`src/rtl/dq0_to_dq.sv`:
```
//==============================================================================
// Module      : dq0_to_dq
// Description : Rebuilds sign-magnitude DQ from the 11-bit ADPCM float word DQ0
//               with a bit-serial shifter (one shift per clock).
// Revision    : 1.0 - initial release
//==============================================================================
`default_nettype none

module dq0_to_dq #(
    parameter int EXPW  = 4,
    parameter int MANTW = 6,
    parameter int DQW   = 16
) (
    input  logic                      clk,
    input  logic                      reset,
    input  logic                      scan_in0,
    input  logic                      scan_in1,
    input  logic                      scan_in2,
    input  logic                      scan_in3,
    input  logic                      scan_in4,
    input  logic                      scan_enable,
    input  logic                      test_mode,
    output logic                      scan_out0,
    output logic                      scan_out1,
    output logic                      scan_out2,
    output logic                      scan_out3,
    output logic                      scan_out4,
    input  logic                      in_valid,
    output logic                      in_ready,
    input  logic [EXPW+MANTW:0]       DQ0,
    output logic                      out_valid,
    input  logic                      out_ready,
    output logic [DQW-1:0]            DQ
);

    // Accumulator holds the largest mantissa shifted by the largest exponent.
    localparam int ACCW = MANTW + (1 << EXPW) - 1;
    localparam int MAGW = DQW - 1;
    localparam int SHW  = ACCW - MANTW;

    localparam logic [1:0] S_IDLE  = 2'd0;
    localparam logic [1:0] S_SHIFT = 2'd1;
    localparam logic [1:0] S_DONE  = 2'd2;

    localparam logic [EXPW-1:0] c_cnt_one  = EXPW'(1);
    localparam logic [EXPW-1:0] c_cnt_zero = '0;

    logic [1:0]       r_state;
    logic [ACCW-1:0]  r_acc;
    logic [EXPW-1:0]  r_cnt;
    logic             r_sign;
    logic [DQW-1:0]   r_dq;
    logic             r_out_valid;
    logic [MAGW-1:0]  w_mag;
    logic             w_unused_scan;

    // The fixed right shift by MANTW is just a slice of the accumulator.
    generate
        if (SHW >= MAGW) begin : g_mag_slice
            assign w_mag = r_acc[MANTW +: MAGW];
        end else begin : g_mag_pad
            assign w_mag = {{(MAGW-SHW){1'b0}}, r_acc[ACCW-1:MANTW]};
        end
    endgenerate

    always_ff @(posedge clk) begin
        if (reset) begin
            r_state     <= S_IDLE;
            r_acc       <= '0;
            r_cnt       <= '0;
            r_sign      <= 1'b0;
            r_dq        <= '0;
            r_out_valid <= 1'b0;
        end else begin
            case (r_state)
                S_IDLE: begin
                    if (in_valid) begin
                        r_acc   <= {{(ACCW-MANTW){1'b0}}, DQ0[MANTW-1:0]};
                        r_cnt   <= DQ0[MANTW +: EXPW];
                        r_sign  <= DQ0[MANTW+EXPW];
                        r_state <= S_SHIFT;
                    end
                end
                S_SHIFT: begin
                    if (r_cnt != c_cnt_zero) begin
                        r_acc <= r_acc << 1;
                        r_cnt <= r_cnt - c_cnt_one;
                    end else begin
                        r_dq        <= {r_sign, w_mag};
                        r_out_valid <= 1'b1;
                        r_state     <= S_DONE;
                    end
                end
                S_DONE: begin
                    // No bypass: a new word is taken only after returning to IDLE.
                    if (out_ready) begin
                        r_out_valid <= 1'b0;
                        r_state     <= S_IDLE;
                    end
                end
                default: begin
                    r_out_valid <= 1'b0;
                    r_state     <= S_IDLE;
                end
            endcase
        end
    end

    assign in_ready  = (r_state == S_IDLE);
    assign out_valid = r_out_valid;
    assign DQ        = r_dq;

    // Scan chains are stitched in by DFT insertion.
    assign w_unused_scan = ^{scan_in0, scan_in1, scan_in2, scan_in3, scan_in4,
                             scan_enable, test_mode};
    assign scan_out0 = 1'b0;
    assign scan_out1 = 1'b0;
    assign scan_out2 = 1'b0;
    assign scan_out3 = 1'b0;
    assign scan_out4 = 1'b0;

endmodule

`default_nettype wire

```
`config.mk`:
```
export PLATFORM = sky130hd
export DESIGN_NAME = dq0_to_dq
export DESIGN_NICKNAME = d
export VERILOG_FILES = /design/src/rtl/dq0_to_dq.sv
export SDC_FILE = /design/constraint.sdc
export NUM_CORES = 1
export LEC_CHECK = 0
export ABC_CLOCK_PERIOD_IN_PS = 1500
export BUFFER_PORTS_ARGS = -buffer_cell sky130_fd_sc_hd__buf_2
export CORE_MARGIN = 3
export CORE_UTILIZATION = 40
export CTS_CLUSTER_DIAMETER = 200
export CTS_CLUSTER_SIZE = 20
export DETAILED_ROUTE_END_ITERATION = 10
export PLACE_DENSITY_LB_ADDON = 0.15
export SLEW_MARGIN = 20
export SYNTH_ARGS = -nofsm -noshare
export SYNTH_HDL_FRONTEND = slang
export SYNTH_SLANG_ARGS = --single-unit
```
`constraint.sdc`:
```
create_clock -name clk -period 1.5 [get_ports clk]
set_input_delay 0.225 -clock clk [delete_from_list [all_inputs] [get_ports clk]]
set_output_delay 0.225 -clock clk [all_outputs]
set_load 0.1 [all_outputs]
```
---- Yosys cells after proc, flatten, opt, wreduce, memory -nomap -nowiden ----
Cells that the tools add are included.
storage, ports and cells
  word-level logic and storage cells ...... 36
  output and inout port bits .............. 23
  bits in registers ....................... 45
cells by class
  add/subtract/negate cells ............... 1
  equality and inequality tests ........... 6
  bitwise operators ....................... 2
  reduce and logical (&&, ||, !) cells .... 8
  muxes and demuxes ....................... 13
operators with widths
  kind                   number
  $mux W21               2
  $pmux W21 S2           1
  $reduce_and A3 Y1      3
  $mux W4                2
  $ne A2 B2 Y1 const B   4
  $pmux W4 S2            1
  $mux W2                3
  $pmux W2 S3            1
  $reduce_and A2 Y1      2
  $reduce_bool A4 Y1     1
  $sub A4 B1 Y4 const B  1
  $pmux W1 S3            1
  $eq A2 B1 Y1 const B   1
  $eq A2 B2 Y1 const B   1
  $logic_not A2 Y1       1
  $mux W1                2
  $not A1 Y1             2
  $reduce_bool A2 Y1     1

---- Longest topological paths before layout ----
  word-level depth ........................ 3
  mapped depth ............................ 8
  depth with buffers taken out ............ 6

---- Least setup slack after synthesis ----
OpenSTA, ideal clock, no wires.
  kind .................................... reg-to-reg
  from .................................... register r_state[1]
  to ...................................... register r_acc[0]
  required time ........................... 1430 ps
  library setup time ...................... 70 ps
  buffers on the path ..................... 0
  data arrival time ....................... 2107 ps
  slack ................................... -677 ps
  clock period less this slack ............ 2177 ps
  stages on the path, launching flop included .. 4
  cell sequence ........................... dfxtp_1 > nor2_1 > a32oi_1 > nor2_1
on the way
  cells in the longest elaborated chain, start to end .. 3
  elaborated cells between the ends (all ways) .. 7
  those cells by class .................... eq/ne: 3; mux: 1; reduce/logical: 3
RTL lines
  what                                                                        line  source
  from (decl)                                                                 48    logic [1:0] r_state;
  from (signal assigned)                                                      68    r_state <= S_IDLE;
  from (signal assigned)                                                      81    r_state <= S_SHIFT;
  from (signal assigned)                                                      91    r_state <= S_DONE;
  $logic_not A2 Y1 (*)                                                        -
  via in_ready                                                                29    output logic in_ready,
  $ne A2 B2 Y1 (no source line) / $reduce_bool A2 Y1 (equally long branches)  -
  $reduce_and A3 Y1 (no source line)                                          -
  to (signal assigned)                                                        78    r_acc <= {{(ACCW-MANTW){1'b0}}, DQ0[MANTW-1:0]};
  to (signal assigned)                                                        86    r_acc <= r_acc << 1;
  to (decl)                                                                   49    logic [ACCW-1:0] r_acc;
Mark *: on every way through the listed nets, which the timed path passes. The rest lies on a longest branch.
A chain may end at the register's enable or synchronous reset.

---- Worst setup path in the final report ----
  from .................................... register r_cnt[0]
  to ...................................... register r_cnt[0]
on the way
  cells in the longest elaborated chain, start to end .. 3
  elaborated cells between the ends (all ways) .. 6
  those cells by class .................... add/sub: 1; eq/ne: 1; mux: 2; reduce/logical: 2
RTL lines
  what                                                        line    source
  from (decl)                                                 50      logic [EXPW-1:0] r_cnt;
  from (signal assigned)                                      79      r_cnt <= DQ0[MANTW +: EXPW];
  from (signal assigned)                                      87      r_cnt <= r_cnt - c_cnt_one;
  $sub A4 B1 Y4 / $reduce_bool A4 Y1 (equally long branches)  87, 85
  $mux W4 / $ne A2 B2 Y1 (equally long branches)              -
  $pmux W4 S2 / $reduce_and A3 Y1 (equally long branches)     -
Several ways; a longest one is shown, not always the timed one. The select of a mux whose other input is x is not followed.

==> summary.txt <==
Run status
  • Status: finished with violations
  • Failing checks: negative setup slack

Logic synthesis
  • Post-Syn Instances: 208
  • Seq cells post-synth: 45
  • Mux cell area share after synthesis: 8.625%
  • Simple-Gate Fraction of Synth Area: 22.84%
  • Syn_area_per_cell: 8.927 µm²
  • Post-synthesis xor/xnor area fraction: 0%
  • Unique cell type count in the Yosys netlist: 32
  • Synth Warn #: 0
  • Synth Area in Adders: 0.6739%
  • Compound-Gate Fraction of Synth Area: 11.66%
  • Seq/Total Area, Yosys: 48.52%
  • Largest family of logic cells by synthesized area: simple AND/OR/NAND/NOR gates
  • Netlist Area Pre-Place: 0.001857 mm²

Floorplanning
  • Row count: 24
  • Full die area: 0.005495 mm²
  • Io pins: 45
  • Core Area: 0.004414 mm²
  • Die Height: 74.13 µm
  • Die W: 74.13 µm
  • Initial Utilization: 42.06%

Critical path
  • Critical path's slowest cell: or3_4
  • Crit path cell chain: inv_2, ha_4, and4bb_4, or3_4, o21ai_1, a21oi_1
  • Crit start category: flip-flop
  • CP Data Arrival Time: 1.72 ns
  • Delay of the slowest cell on the worst path: 0.43 ns
  • Critical path class: flip-flop to flip-flop
  • Critical Path Sink Type: flip-flop
  • Worst Path Required: 1.68 ns
  • CP Max Fanout: 11

Routing
  • Wirelength, routed: 3762 µm
  • Starting DRC count in detailed routing: 54
  • Antenna Nets Post-Route: 0
  • Metal-1 WL: 1910 µm
  • Met2 WL: 1638 µm
  • DRC errors left: 0
  • DRT Pass-1 Iters: 4
  • Routed WL per cell: 12.29 µm
  • Met3 wire length: 149 µm
  • Vias: 1502
  • DR vias/cell: 4.908
  • DR top layer: met4

Timing
  • Post-layout min period: 1.541 ns
  • Clock skew: 0.009611 ns
  • Period utilization: 102.7%
  • Max frequency: 649.0 MHz
  • Final max-slew violation count: 0
  • Worst setup margin: -0.04079 ns
  • RSZ-0062 raised after global routing: yes
  • Final number of setup-violating endpoints: 4
  • WHS: 0.1721 ns
  • Final hold viol count: 0

Clock tree
  • Clock sink count: 45
  • Clk buf depth: 2
  • Clk_lat worst skew: 0.30 ns
  • CTS tree: built
  • Htree depth: 2
  • Clk slew on worst S/H paths: 0.08 ns
  • Root Driver: clkbuf_8
  • Num CTS Buffers: 5

Global route
  • Largest net degree at the start of global routing: 30
  • First-pass GRT wire length: 6230 µm
  • GRT Util Overall: 14.85%
  • Initial antenna violation count: 0
  • Total grt overflow: 0
  • Vias in the first global route: 1321

Place
  • Post-detail-place hpwl: 2443 µm
  • GPL Wtd Cong: 0.7069
  • Port buffer count: 32

Layout
  • Ant. Diodes: 0
  • Final net count: 276
  • Fin util: 53.40%
  • Share of cells above drive strength 1: 31.10%
  • P&R area growth vs syn: 26.95%

Job
  • Max-cap violations: 0

Power and ir drop
  • PwrDens: 1386 mW/mm²
  • Total leakage power: 0.001051 µW
  • Worst vdd ir: 0.0006547 V

Worst hold path
  • Min-delay worst type: input port to flip-flop
==> area by class of cell <==
| type | instances | area [µm²] |
|---|---|---|
| fill | 419 | 2057 |
| sequential | 45 | 905.9 |
| multi-input combinational | 146 | 884.6 |
| inverter | 3 | 11.26 |
| clock inverter | 2 | 38.79 |
| timing repair buffer | 52 | 379.1 |
| tap | 52 | 65.06 |
| clock buffer | 6 | 72.57 |
==> layer usage <==
metal  vias up  track usage [%]
li1        787                -
met1       681            20.30
met2        28            22.15
met3         6            4.054
met4         0            6.036
met5         -                0
==> stage by stage <==
step	total power, µW	setup TNS, ns	worst slack [ns]	area [µm²]	instances
2_1_floorplan	2038	-0.01471	-0.009155	1903	212
3_3_place_gp	2276	-0.3280	-0.09987	2178	292
3_5_place_dp	2285	-0.4220	-0.1207	2178	292
4_1_cts	3239	-0.1436	-0.04771	2306	301
5_1_grt	3413	-0.8595	-0.09578	2357	306
6_report	3267	-0.1059	-0.04079	2357	306
==> state kept, by name (all words and copies together) (netlist names) <==
signal,cells
DQ,16
out_valid,1
r_sign,1
r_cnt,4
r_state,2
r_acc,21
==> Yosys cell counts (all sizes together) <==
cell	count	share of area (%)
a211oi	1	0.67
a21oi	21	5.7
a311oi	5	2.4
a32oi	1	0.47
and2	2	0.67
and4bb	1	0.88
buf	14	5.9
clkbuf	5	1.0
conb	1	0.20
dfxtp	45	49
ha	1	0.67
inv	3	0.61
mux2i	16	8.6
nand2	29	5.9
nand2b	3	1.4
nand3	15	4.0
nor2	31	6.3
nor2b	2	0.67
nor3	2	1.1
nor3b	1	0.40
nor4bb	1	0.54
o211ai	2	0.81
o21ai	3	0.81
o32ai	1	0.88
or3	2	0.94
==> path summary, 6_finish.rpt <==
check                              start       end  slack (ns)  depth (start not counted)
worst min-delay path             DQ0[10]    r_sign        0.17                          3
worst max-delay path            r_cnt[0]  r_cnt[0]       -0.04                          6
worst max register to register  r_cnt[0]  r_cnt[0]       -0.04                          6
worst min register to register    r_sign    r_sign        0.46                          2
==> worst max-delay path: cells and delay by family (launching register included) <==
family / cells / cell delay (ns)
fa+ha+maj: 1 / 0.15
buf+inv: 1 / 0.05
compound gates: 2 / 0.23
simple gates: 2 / 0.65
flops: 1 / 0.34
==> logic make-up after synthesis <==
group           after synthesis
flops                        45
fa+ha+maj                     1
simple gates                 89
mux                          16
compound gates               34
other cells                   1
buf+inv                      22
==> cell usage in the layout, fill, tap and decap left out, types with 15 or more instances in the layout <==
cell type and n:
nand3_1 15, dfxtp_1 41, nand2_1 29, mux2i_1 16, a21oi_1 20, buf_4 15
buf_2 31, nor2_1 27
==> what timing repair did <==
item,CTS,global route
hold buffers,0,0
gates resized for setup,5,4
pin swaps,2,4
setup buffers,0,5
endpoints found under the hold margin,0,0
gates cloned,1,0
setup endpoints to repair,17,39
==> where the power goes <==
| group | switching, µW | leakage, µW | internal, µW |
|---|---|---|---|
| Clock | 424 | 0.0000554 | 501 |
| Sequential | 56.0 | 0.000367 | 1270 |
| Combinational | 575 | 0.000629 | 438 |
| Total | 1060 | 0.00105 | 2210 |
No activity file was read; power rests on OpenSTA's default activity.
